## src/rtl/set_mode_sequencer.sv

```systemverilog
// Time-setting controller: Set presses walk RUN -> SET_HOUR -> SET_MIN -> RUN,
// Up presses (short or held auto-repeat) become single-cycle increment strobes,
// and an inactivity timeout falls back to RUN. All outputs are registered.
module set_mode_sequencer #(
    parameter int unsigned TIMEOUT_SEC   = 10,
    parameter int unsigned REPEAT_DELAY  = 8,
    parameter int unsigned REPEAT_PERIOD = 2
) (
    input  logic       i_Clock,
    input  logic       i_Reset_n,
    input  logic       i_Tick_1Hz,
    input  logic       i_Tick_8Hz,
    input  logic       i_Set_Pulse,
    input  logic       i_Up_Level,
    input  logic       i_Up_Pulse,
    output logic       o_Increment,
    output logic       o_Reset_Sec,
    output logic [2:0] o_Enable_Count,
    output logic [1:0] o_Enable_Digits,
    output logic       o_Enable_Dot,
    output logic [1:0] o_Mode
);

    localparam int unsigned IdleW = $clog2(TIMEOUT_SEC + 1);
    localparam int unsigned HoldW = $clog2(REPEAT_DELAY + 1);
    localparam int unsigned RepW  = (REPEAT_PERIOD > 1) ? $clog2(REPEAT_PERIOD) : 1;

    localparam logic [IdleW-1:0] IdleMax  = IdleW'(TIMEOUT_SEC);
    localparam logic [HoldW-1:0] HoldLast = HoldW'(REPEAT_DELAY - 1);
    localparam logic [HoldW-1:0] HoldFull = HoldW'(REPEAT_DELAY);
    localparam logic [RepW-1:0]  RepLast  = RepW'(REPEAT_PERIOD - 1);

    typedef enum logic [1:0] {
        StRun     = 2'b00,
        StSetHour = 2'b01,
        StSetMin  = 2'b10,
        StIllegal = 2'b11
    } state_e;

    state_e           state_q, state_d;
    logic [IdleW-1:0] idle_q, idle_d;
    logic [HoldW-1:0] hold_q, hold_d;
    logic [RepW-1:0]  rep_q, rep_d;
    logic             repeated_q, repeated_d;
    logic             up_level_q;

    logic             in_set, in_set_next, timeout, advance, up_rise, activity;
    logic             inc_d, reset_sec_d, dot_d;
    logic [2:0]       count_d;
    logic [1:0]       digits_d;

    assign in_set      = (state_q == StSetHour) || (state_q == StSetMin);
    assign in_set_next = (state_d == StSetHour) || (state_d == StSetMin);
    assign timeout     = in_set && (idle_q == IdleMax);
    assign up_rise     = i_Up_Level && !up_level_q;
    assign activity    = i_Set_Pulse || i_Up_Pulse || i_Up_Level;
    // Increments only happen when the mode is staying put this cycle.
    assign advance     = in_set && (state_d == state_q);

    // State register
    always_ff @(posedge i_Clock or negedge i_Reset_n) begin
        if (!i_Reset_n) begin
            state_q <= StRun;
        end else begin
            state_q <= state_d;
        end
    end

    // Next-state: Set pulse advances the mode, timeout forces RUN
    always_comb begin
        state_d = state_q;
        unique case (state_q)
            StRun:     if (i_Set_Pulse) state_d = StSetHour;
            StSetHour: begin
                if (i_Set_Pulse)  state_d = StSetMin;
                else if (timeout) state_d = StRun;
            end
            StSetMin:  if (i_Set_Pulse || timeout) state_d = StRun;
            default:   state_d = StRun;
        endcase
    end

    // Idle timer, hold/auto-repeat counters and increment strobe decision
    always_comb begin
        idle_d     = idle_q;
        hold_d     = hold_q;
        rep_d      = rep_q;
        repeated_d = repeated_q;
        inc_d      = 1'b0;

        if (!in_set_next || activity) begin
            idle_d = '0;
        end else if (i_Tick_1Hz && (idle_q != IdleMax)) begin
            idle_d = idle_q + IdleW'(1);
        end

        if (!advance) begin
            hold_d     = '0;
            rep_d      = '0;
            repeated_d = 1'b0;
        end else begin
            // A release strobes only if the finished hold never auto-repeated.
            if (i_Up_Pulse && !repeated_q) inc_d = 1'b1;
            if (up_rise) begin
                hold_d     = '0;
                rep_d      = '0;
                repeated_d = 1'b0;
            end else if (i_Up_Level && i_Tick_8Hz) begin
                if (!repeated_q) begin
                    if (hold_q == HoldLast) begin
                        hold_d     = HoldFull;
                        rep_d      = '0;
                        repeated_d = 1'b1;
                        inc_d      = 1'b1;
                    end else begin
                        hold_d = hold_q + HoldW'(1);
                    end
                end else if (rep_q == RepLast) begin
                    rep_d = '0;
                    inc_d = 1'b1;
                end else begin
                    rep_d = rep_q + RepW'(1);
                end
            end
        end
    end

    // Output decode from the upcoming state so outputs land with the transition
    always_comb begin
        count_d     = 3'b001;
        digits_d    = 2'b00;
        dot_d       = 1'b1;
        reset_sec_d = (state_q == StSetMin) && i_Set_Pulse;
        unique case (state_d)
            StSetHour: begin
                count_d  = 3'b100;
                digits_d = 2'b10;
                dot_d    = 1'b0;
            end
            StSetMin: begin
                count_d  = 3'b010;
                digits_d = 2'b01;
                dot_d    = 1'b0;
            end
            default: begin
                count_d  = 3'b001;
                digits_d = 2'b00;
                dot_d    = 1'b1;
            end
        endcase
    end

    // Counter and registered-output state
    always_ff @(posedge i_Clock or negedge i_Reset_n) begin
        if (!i_Reset_n) begin
            idle_q          <= '0;
            hold_q          <= '0;
            rep_q           <= '0;
            repeated_q      <= 1'b0;
            up_level_q      <= 1'b0;
            o_Increment     <= 1'b0;
            o_Reset_Sec     <= 1'b0;
            o_Enable_Count  <= 3'b001;
            o_Enable_Digits <= 2'b00;
            o_Enable_Dot    <= 1'b1;
        end else begin
            idle_q          <= idle_d;
            hold_q          <= hold_d;
            rep_q           <= rep_d;
            repeated_q      <= repeated_d;
            up_level_q      <= i_Up_Level;
            o_Increment     <= inc_d;
            o_Reset_Sec     <= reset_sec_d;
            o_Enable_Count  <= count_d;
            o_Enable_Digits <= digits_d;
            o_Enable_Dot    <= dot_d;
        end
    end

    assign o_Mode = state_q;

endmodule

```

## config.mk

```make
export PLATFORM = sky130hd
export DESIGN_NAME = set_mode_sequencer
export DESIGN_NICKNAME = d
export VERILOG_FILES = /design/src/rtl/set_mode_sequencer.sv
export SDC_FILE = /design/constraint.sdc
export NUM_CORES = 1
export LEC_CHECK = 0
export CAP_MARGIN = 20
export CELL_PAD_IN_SITES_DETAIL_PLACEMENT = 1
export CELL_PAD_IN_SITES_GLOBAL_PLACEMENT = 2
export CORE_ASPECT_RATIO = 1.25
export CORE_MARGIN = 8
export CORE_UTILIZATION = 34
export DETAILED_ROUTE_END_ITERATION = 12
export MAX_ROUTING_LAYER = met4
export PLACE_DENSITY_LB_ADDON = 0.1
export SYNTH_ARGS = -nofsm -noshare
export SYNTH_HDL_FRONTEND = slang
export SYNTH_SLANG_ARGS = --single-unit
```

## constraint.sdc

```tcl
create_clock -name i_Clock -period 6.6 [get_ports i_Clock]
set_clock_uncertainty 0.05 [all_clocks]
set_input_delay 0.66 -clock i_Clock [delete_from_list [all_inputs] [get_ports i_Clock]]
set_output_delay 0.66 -clock i_Clock [all_outputs]
set_load 0.02 [all_outputs]
```

[After elaboration in Yosys (flattened, before gate mapping)]
Index checks and enable logic that the tools add are counted.
Storage, ports and cells
  register bits: 21
Operators by class
  add/sub/neg operators: 3
  eq/ne operators: 11
  mux-type cells: 33
  reductions and logical operators: 21
Operators by type and width (count)
  $mux 4: 7
  $mux 1: 19
  $add 4x1->4 const B: 2
  $mux 2: 4
  $logic_and 1x1->1: 7
  $logic_or 1x1->1: 6
  $pmux 2 s3: 1
  $pmux 3 s2: 1
  $eq 2x1->1 const B: 2
  $eq 2x2->1 const B: 2
  $eq 4x3->1 const B: 1
  $eq 4x4->1 const B: 1
  $ne 4x2->1 const B: 1
  $ne 4x4->1 const B: 1
  $pmux 2 s2: 1
  $reduce_and 2->1: 2
  $logic_not 1->1: 3
  $ne 3x1->1 const B: 1
  $ne 3x2->1 const B: 1
  $eq 2x2->1: 1
  $logic_not 2->1: 1
  $reduce_bool 2->1: 1
  $reduce_or 2->1: 1
  $add 1x1->1 const B: 1

[Longest topological paths before layout]
  word-level depth: 11
  gate-level depth with buffers: 9
  depth with buffers taken out: 9

[Worst setup path after synthesis]
OpenSTA, ideal clock, no wires.
  kind: register to register
  from: register state_q[0], in the netlist o_Mode[0]
  to: register idle_q[1]
  library setup time: 0.078 ns
  arrival: 2.407 ns
  required time: 6.472 ns
  slack: 4.065 ns
  stages on the path, launching flop included: 9
  buffers on the path: 0
  cell sequence: dfrtp_1 inv_1 ha_1 nor2b_1 a211oi_1 nand2_1 ha_1 or4_1 a21oi_1
On the way
  cells in the longest elaborated chain, start to end: 11
  elaborated cells on any way between the ends: 18
  those cells by class: eq/ne (4); mux (6); reduce/logical (8)
Ends and longest elaborated chain
  start: declaration: RTL line 40  | state_e state_q, state_d;
  start signal: assignment: RTL line 63  | state_q <= StRun;
  start signal: assignment: RTL line 65  | state_q <= state_d;
  $eq 2x1->1 or $eq 2x2->1 (tied branches): RTL line 52, 72
  $logic_or 1x1->1: RTL line 52  | assign in_set = (state_q == StSetHour) || (state_q == StSetMin);
  $logic_and 1x1->1: RTL line 54  | assign timeout = in_set && (idle_q == IdleMax);
  $mux 2 or $logic_or 1x1->1 (tied branches): RTL line 76, 78
  $mux 2 (on tied branches): RTL line 75, 78
  $pmux 2 s3 (*): RTL line 72  | unique case (state_q)
  $eq 2x1->1 or $eq 2x2->1 (tied branches): RTL line 53  | assign in_set_next = (state_d == StSetHour) || (state_d == StSetMin);
  $logic_or 1x1->1 (*): RTL line 53
  $logic_not 1->1 (*): RTL line 91  | if (!in_set_next || activity) begin
  $logic_or 1x1->1 (*): RTL line 91
  $mux 4 or $reduce_bool 2->1 (tied branches)
  end signal: assignment: RTL line 167  | idle_q <= idle_d;
  end: declaration: RTL line 41  | logic [IdleW-1:0] idle_q, idle_d;
Mark *: on every way between the ends. The rest lies on a longest branch, timed or not.
A chain may end at the register's enable or synchronous reset.

[Final worst setup path]
Same ends and word-level chain as after synthesis.

==> flow_results.xml <==
<?xml version="1.0" encoding="UTF-8"?>
<metrics>
  <group name="critical_path">
    <metric name="worst_r2r_startpoint" unit="">o_Mode[0]</metric>
    <metric name="worstRegToRegCells" unit="">8</metric>
    <metric name="cp_data_required_time" unit="ns">6.78</metric>
    <metric name="crit_family" unit="">simple AND/OR/NAND/NOR gates</metric>
    <metric name="critical_path.max_fanout" unit="">6</metric>
    <metric name="slowest_delay" unit="ns">0.48</metric>
    <metric name="timing.critical_path.arrival" unit="ns">2.82</metric>
    <metric name="path_cells" unit="">inv_1 &gt; ha_1 &gt; nor2b_1 &gt; a211oi_1 &gt; nand2_1 &gt; ha_1 &gt; or4_1 &gt; a21oi_1</metric>
    <metric name="worst_r2r_endpoint" unit="">idle_q[1]</metric>
    <metric name="crit_buf_inv" unit="">1</metric>
    <metric name="start_kind" unit="">flip-flop</metric>
    <metric name="critPathKind" unit="">reg -&gt; reg</metric>
    <metric name="crit_path_top_delay_cell" unit="">sky130_fd_sc_hd__or4_1</metric>
    <metric name="timing.reg2reg.setup_slack" unit="ns">3.96</metric>
    <metric name="critical-path-top-cell-by-count" unit="">sky130_fd_sc_hd__ha_1</metric>
    <metric name="cp-end-kind" unit="">flip-flop</metric>
  </group>
  <group name="floorplanning">
    <metric name="chipHeight" unit="microns">77.3</metric>
    <metric name="floorplan.core_area" unit="sq um">2890</metric>
    <metric name="die_area" unit="sq um">5020</metric>
    <metric name="floorplan.rows" unit="">22</metric>
    <metric name="initial_core_util" unit="%">35.3</metric>
    <metric name="die_width" unit="microns">65.0</metric>
    <metric name="floorplan.io_pins" unit="">17</metric>
  </group>
  <group name="synthesis">
    <metric name="main_area_contributors_after_synthesis" unit="">sky130_fd_sc_hd__dfrtp_1, sky130_fd_sc_hd__ha_1, sky130_fd_sc_hd__nor2b_1, sky130_fd_sc_hd__nor4_1, sky130_fd_sc_hd__dfstp_2</metric>
    <metric name="yosysUniqueCellTypes" unit="">33</metric>
    <metric name="largest_area_contributor_in_the_netlist" unit="">sky130_fd_sc_hd__dfrtp_1</metric>
    <metric name="fraction_of_synthesis_flops_using_an_asynchronous_set_or_reset_pin" unit="%">100</metric>
    <metric name="syn-mean-instance-area" unit="sq um">9.82</metric>
    <metric name="postSynth.topFlopCell" unit="">sky130_fd_sc_hd__dfrtp_1</metric>
    <metric name="top_post_synthesis_cells_by_count" unit="">sky130_fd_sc_hd__dfrtp_1, sky130_fd_sc_hd__ha_1, sky130_fd_sc_hd__nor2b_1</metric>
    <metric name="yosysTopAreaCellShare" unit="%">41.7</metric>
    <metric name="syn-instance-count" unit="">104</metric>
    <metric name="yosys_warnings" unit="">0</metric>
    <metric name="yosys_register_bits" unit="">18</metric>
    <metric name="syn-num-nets" unit="">120</metric>
    <metric name="count_leader_synth" unit="">sky130_fd_sc_hd__dfrtp_1</metric>
    <metric name="yosysSeqAreaShare" unit="%">44.2</metric>
    <metric name="synthesis.area" unit="sq um">1020</metric>
    <metric name="synth-edff-count" unit="">0</metric>
  </group>
  <group name="clocking">
    <metric name="tritoncts_clock_tree" unit="">yes</metric>
    <metric name="cts_resized" unit="">0</metric>
    <metric name="post-cts-setup-buffers" unit="">0</metric>
    <metric name="cts_hold_buffers" unit="">0</metric>
    <metric name="clock-root-buffer" unit="">sky130_fd_sc_hd__clkbuf_4</metric>
    <metric name="clock_sinks" unit="">18</metric>
    <metric name="clkSlewWorstSetupHoldPaths" unit="ns">0.10</metric>
    <metric name="clock_tree.htree_level_count" unit="">1</metric>
    <metric name="worst_skew_pair.late_latency" unit="ns">0.29</metric>
    <metric name="tritoncts.num_buffers" unit="">3</metric>
    <metric name="clock_path_buffers" unit="">2</metric>
  </group>
  <group name="global_route">
    <metric name="antenna_violations_before_repair" unit="">0</metric>
    <metric name="grt_max_degree" unit="">19</metric>
    <metric name="grt_overflow_total" unit="">0</metric>
    <metric name="via_count_of_the_first_global_routing_pass" unit="">890</metric>
    <metric name="global_route_wire_length_before_repair" unit="mm">4.04</metric>
    <metric name="global_route.usage.total" unit="%">10.3</metric>
  </group>
  <group name="sta">
    <metric name="final.period_utilization" unit="%">40.0</metric>
    <metric name="rsz0062_at_grt" unit="">false</metric>
    <metric name="final_max_slew_viol_count" unit="">0</metric>
    <metric name="tns" unit="ns">0</metric>
    <metric name="finalSetupViolCount" unit="">0</metric>
    <metric name="min_period" unit="ns">2.64</metric>
    <metric name="max_slew.worst_pin.slew" unit="ns">0.782</metric>
    <metric name="relSlewSlack" unit="%">47.7</metric>
    <metric name="fmaxAchievable" unit="GHz">0.379</metric>
    <metric name="final_hold_viol_count" unit="">0</metric>
  </group>
  <group name="final_layout">
    <metric name="finalInstanceArea" unit="sq um">1240</metric>
    <metric name="final_net_count" unit="">138</metric>
    <metric name="syn2layout_area_growth" unit="%">21.4</metric>
    <metric name="layout.filler_cells" unit="">347</metric>
    <metric name="layout_cells_sized_above_1" unit="%">5.79</metric>
    <metric name="multi_input_comb_area" unit="sq um">520</metric>
    <metric name="n_antenna_cell" unit="">0</metric>
    <metric name="ff_latch_area" unit="sq um">452</metric>
  </group>
  <group name="flow_run">
    <metric name="drv_cap" unit="">0</metric>
  </group>
  <group name="hold_path">
    <metric name="timing.hold.worst_endpoint" unit="">idle_q[3]</metric>
    <metric name="hold_path_depth" unit="">2</metric>
    <metric name="min_path_type" unit="">reg -&gt; reg</metric>
    <metric name="timing.hold.worst.start" unit="">idle_q[3]</metric>
  </group>
  <group name="placed_design">
    <metric name="port_buffers" unit="">16</metric>
    <metric name="hpwlAfterDp" unit="mm">1.86</metric>
    <metric name="placed_area" unit="sq um">1200</metric>
    <metric name="globalplace.congestion" unit="">0.776</metric>
  </group>
  <group name="route">
    <metric name="drc" unit="">0</metric>
    <metric name="route.detailed.wl_per_inst" unit="microns">14.6</metric>
    <metric name="routed-via-count" unit="">817</metric>
    <metric name="route.detailed.vias_per_inst" unit="">5.20</metric>
    <metric name="ant_nets" unit="">0</metric>
    <metric name="wirelength" unit="mm">2.30</metric>
    <metric name="dr.pass1.iters" unit="">2</metric>
    <metric name="drt_first_iter_violations" unit="">24</metric>
  </group>
  <group name="status">
    <metric name="outcome" unit="">finished, final reports clean</metric>
  </group>
  <group name="power">
    <metric name="power_frac_clock" unit="%">15.1</metric>
    <metric name="cellInternalPower" unit="W">0.000261</metric>
    <metric name="p_leak" unit="nW">0.526</metric>
    <metric name="switching_power" unit="W">0.000180</metric>
    <metric name="pwr_density_cell" unit="nW/um^2">356</metric>
    <metric name="max-vdd-ir-drop" unit="uV">188</metric>
    <metric name="power.share.sequential" unit="%">34.8</metric>
    <metric name="switching_share" unit="%">40.8</metric>
    <metric name="combinationalPowerShare" unit="%">50.1</metric>
  </group>
</metrics>
-- layer usage --
| metal | part of all wire (%) | GRT usage (%) | up-vias |
|---|---|---|---|
| li1 | - | - | 402 |
| met1 | 42 | 10.5 | 399 |
| met2 | 53 | 18.2 | 11 |
| met3 | 2.5 | 1.89 | 5 |
| met4 | 2.2 | 5.25 | 0 |
| met5 | 0 | - | - |
-- cells in the final DEF (no fill, tap or decap), types with 2 or more instances in the layout --
master,n
sky130_fd_sc_hd__nor2_1,5
sky130_fd_sc_hd__nor2b_1,8
sky130_fd_sc_hd__a21oi_1,4
sky130_fd_sc_hd__o21ai_0,3
sky130_fd_sc_hd__dfrtp_1,17
sky130_fd_sc_hd__xnor2_1,2
sky130_fd_sc_hd__clkdlybuf4s50_1,16
sky130_fd_sc_hd__nand3b_1,2
sky130_fd_sc_hd__nand3_1,5
sky130_fd_sc_hd__inv_1,7
sky130_fd_sc_hd__xor2_1,2
sky130_fd_sc_hd__nor4_1,6
sky130_fd_sc_hd__nor3_1,4
sky130_fd_sc_hd__nand2_1,7
sky130_fd_sc_hd__ha_1,9
sky130_fd_sc_hd__clkbuf_4,3
sky130_fd_sc_hd__nor3b_1,2
sky130_fd_sc_hd__and3b_1,2
-- stage by stage --
stage / hold slack (ns) / setup slack [ns] / std cells / util [%] / total power (W)
global placement: 0.510 / 3.91 / 153 / 41.6 / 0.000377
global route: 0.563 / 3.68 / 157 / 42.9 / 0.000477
detailed placement: 0.515 / 3.83 / 153 / 41.6 / 0.000381
floorplan: 0.314 / 4.06 / 104 / - / 0.000297
CTS: 0.537 / 3.92 / 157 / 42.9 / 0.000449
finish: 0.537 / 3.96 / 157 / 42.9 / 0.000442
-- worst register-to-register path, cell delays in order, from the launching register on --
cell and delay [ns]:
sky130_fd_sc_hd__dfrtp_1 0.46, sky130_fd_sc_hd__inv_1 0.14, sky130_fd_sc_hd__ha_1 0.32, sky130_fd_sc_hd__nor2b_1 0.16
sky130_fd_sc_hd__a211oi_1 0.35, sky130_fd_sc_hd__nand2_1 0.14, sky130_fd_sc_hd__ha_1 0.33, sky130_fd_sc_hd__or4_1 0.48
sky130_fd_sc_hd__a21oi_1 0.14
-- cell families (layout without fill, tap and decap cells) --
logic type,count (synthesis),count (layout),synth area share (%)
adder cells (fa/ha/maj),9,9,11.0
buffers and inverters,10,27,4.78
XOR/XNOR,4,4,3.43
AO/OA/AOI/OAI,16,16,10.3
flip-flops,18,18,44.2
AND/OR/NAND/NOR,46,46,25.2
multiplexers,1,1,0.980
-- layout make-up --
class	instances	area share, %
inverters	7	2.12
well taps	36	3.63
flip-flops and latches	18	36.4
multi-input cells	76	42.0
clock buffers	4	2.93
repair buffers	16	12.9
-- sequential cells by signal, summed over array words and instances, names as in the netlist --
signal and cells:
o_Increment 1, o_Enable_Count 2, idle_q 4, o_Reset_Sec 1, up_level_q 1, hold_q 4, o_Mode 2, repeated_q 1
o_Enable_Digits 1, rep_q 1
-- power groups by stage --
stage,Sequential [W],Clock [W],Combinational (W)
final,0.000154,0.0000669,0.000221
after global routing,0.000158,0.0000724,0.000247
after CTS,0.000154,0.0000681,0.000226
after detailed placement,0.000156,0,0.000225
after global placement,0.000155,0,0.000223
after floorplan,0.000173,0,0.000124
-- worst max-delay path by stage --
stage	startpoint	endpoint	slack, ns	cells after the start
finish	o_Mode[0]	idle_q[1]	3.96	8
global route	o_Mode[0]	idle_q[1]	3.68	8
CTS	o_Mode[0]	idle_q[1]	3.92	8
detailed placement	i_Set_Pulse	idle_q[1]	3.83	7
global placement	i_Set_Pulse	idle_q[1]	3.91	7
floorplan	o_Mode[0]	idle_q[1]	4.06	8
No activity file was read; power rests on OpenSTA's default activity.
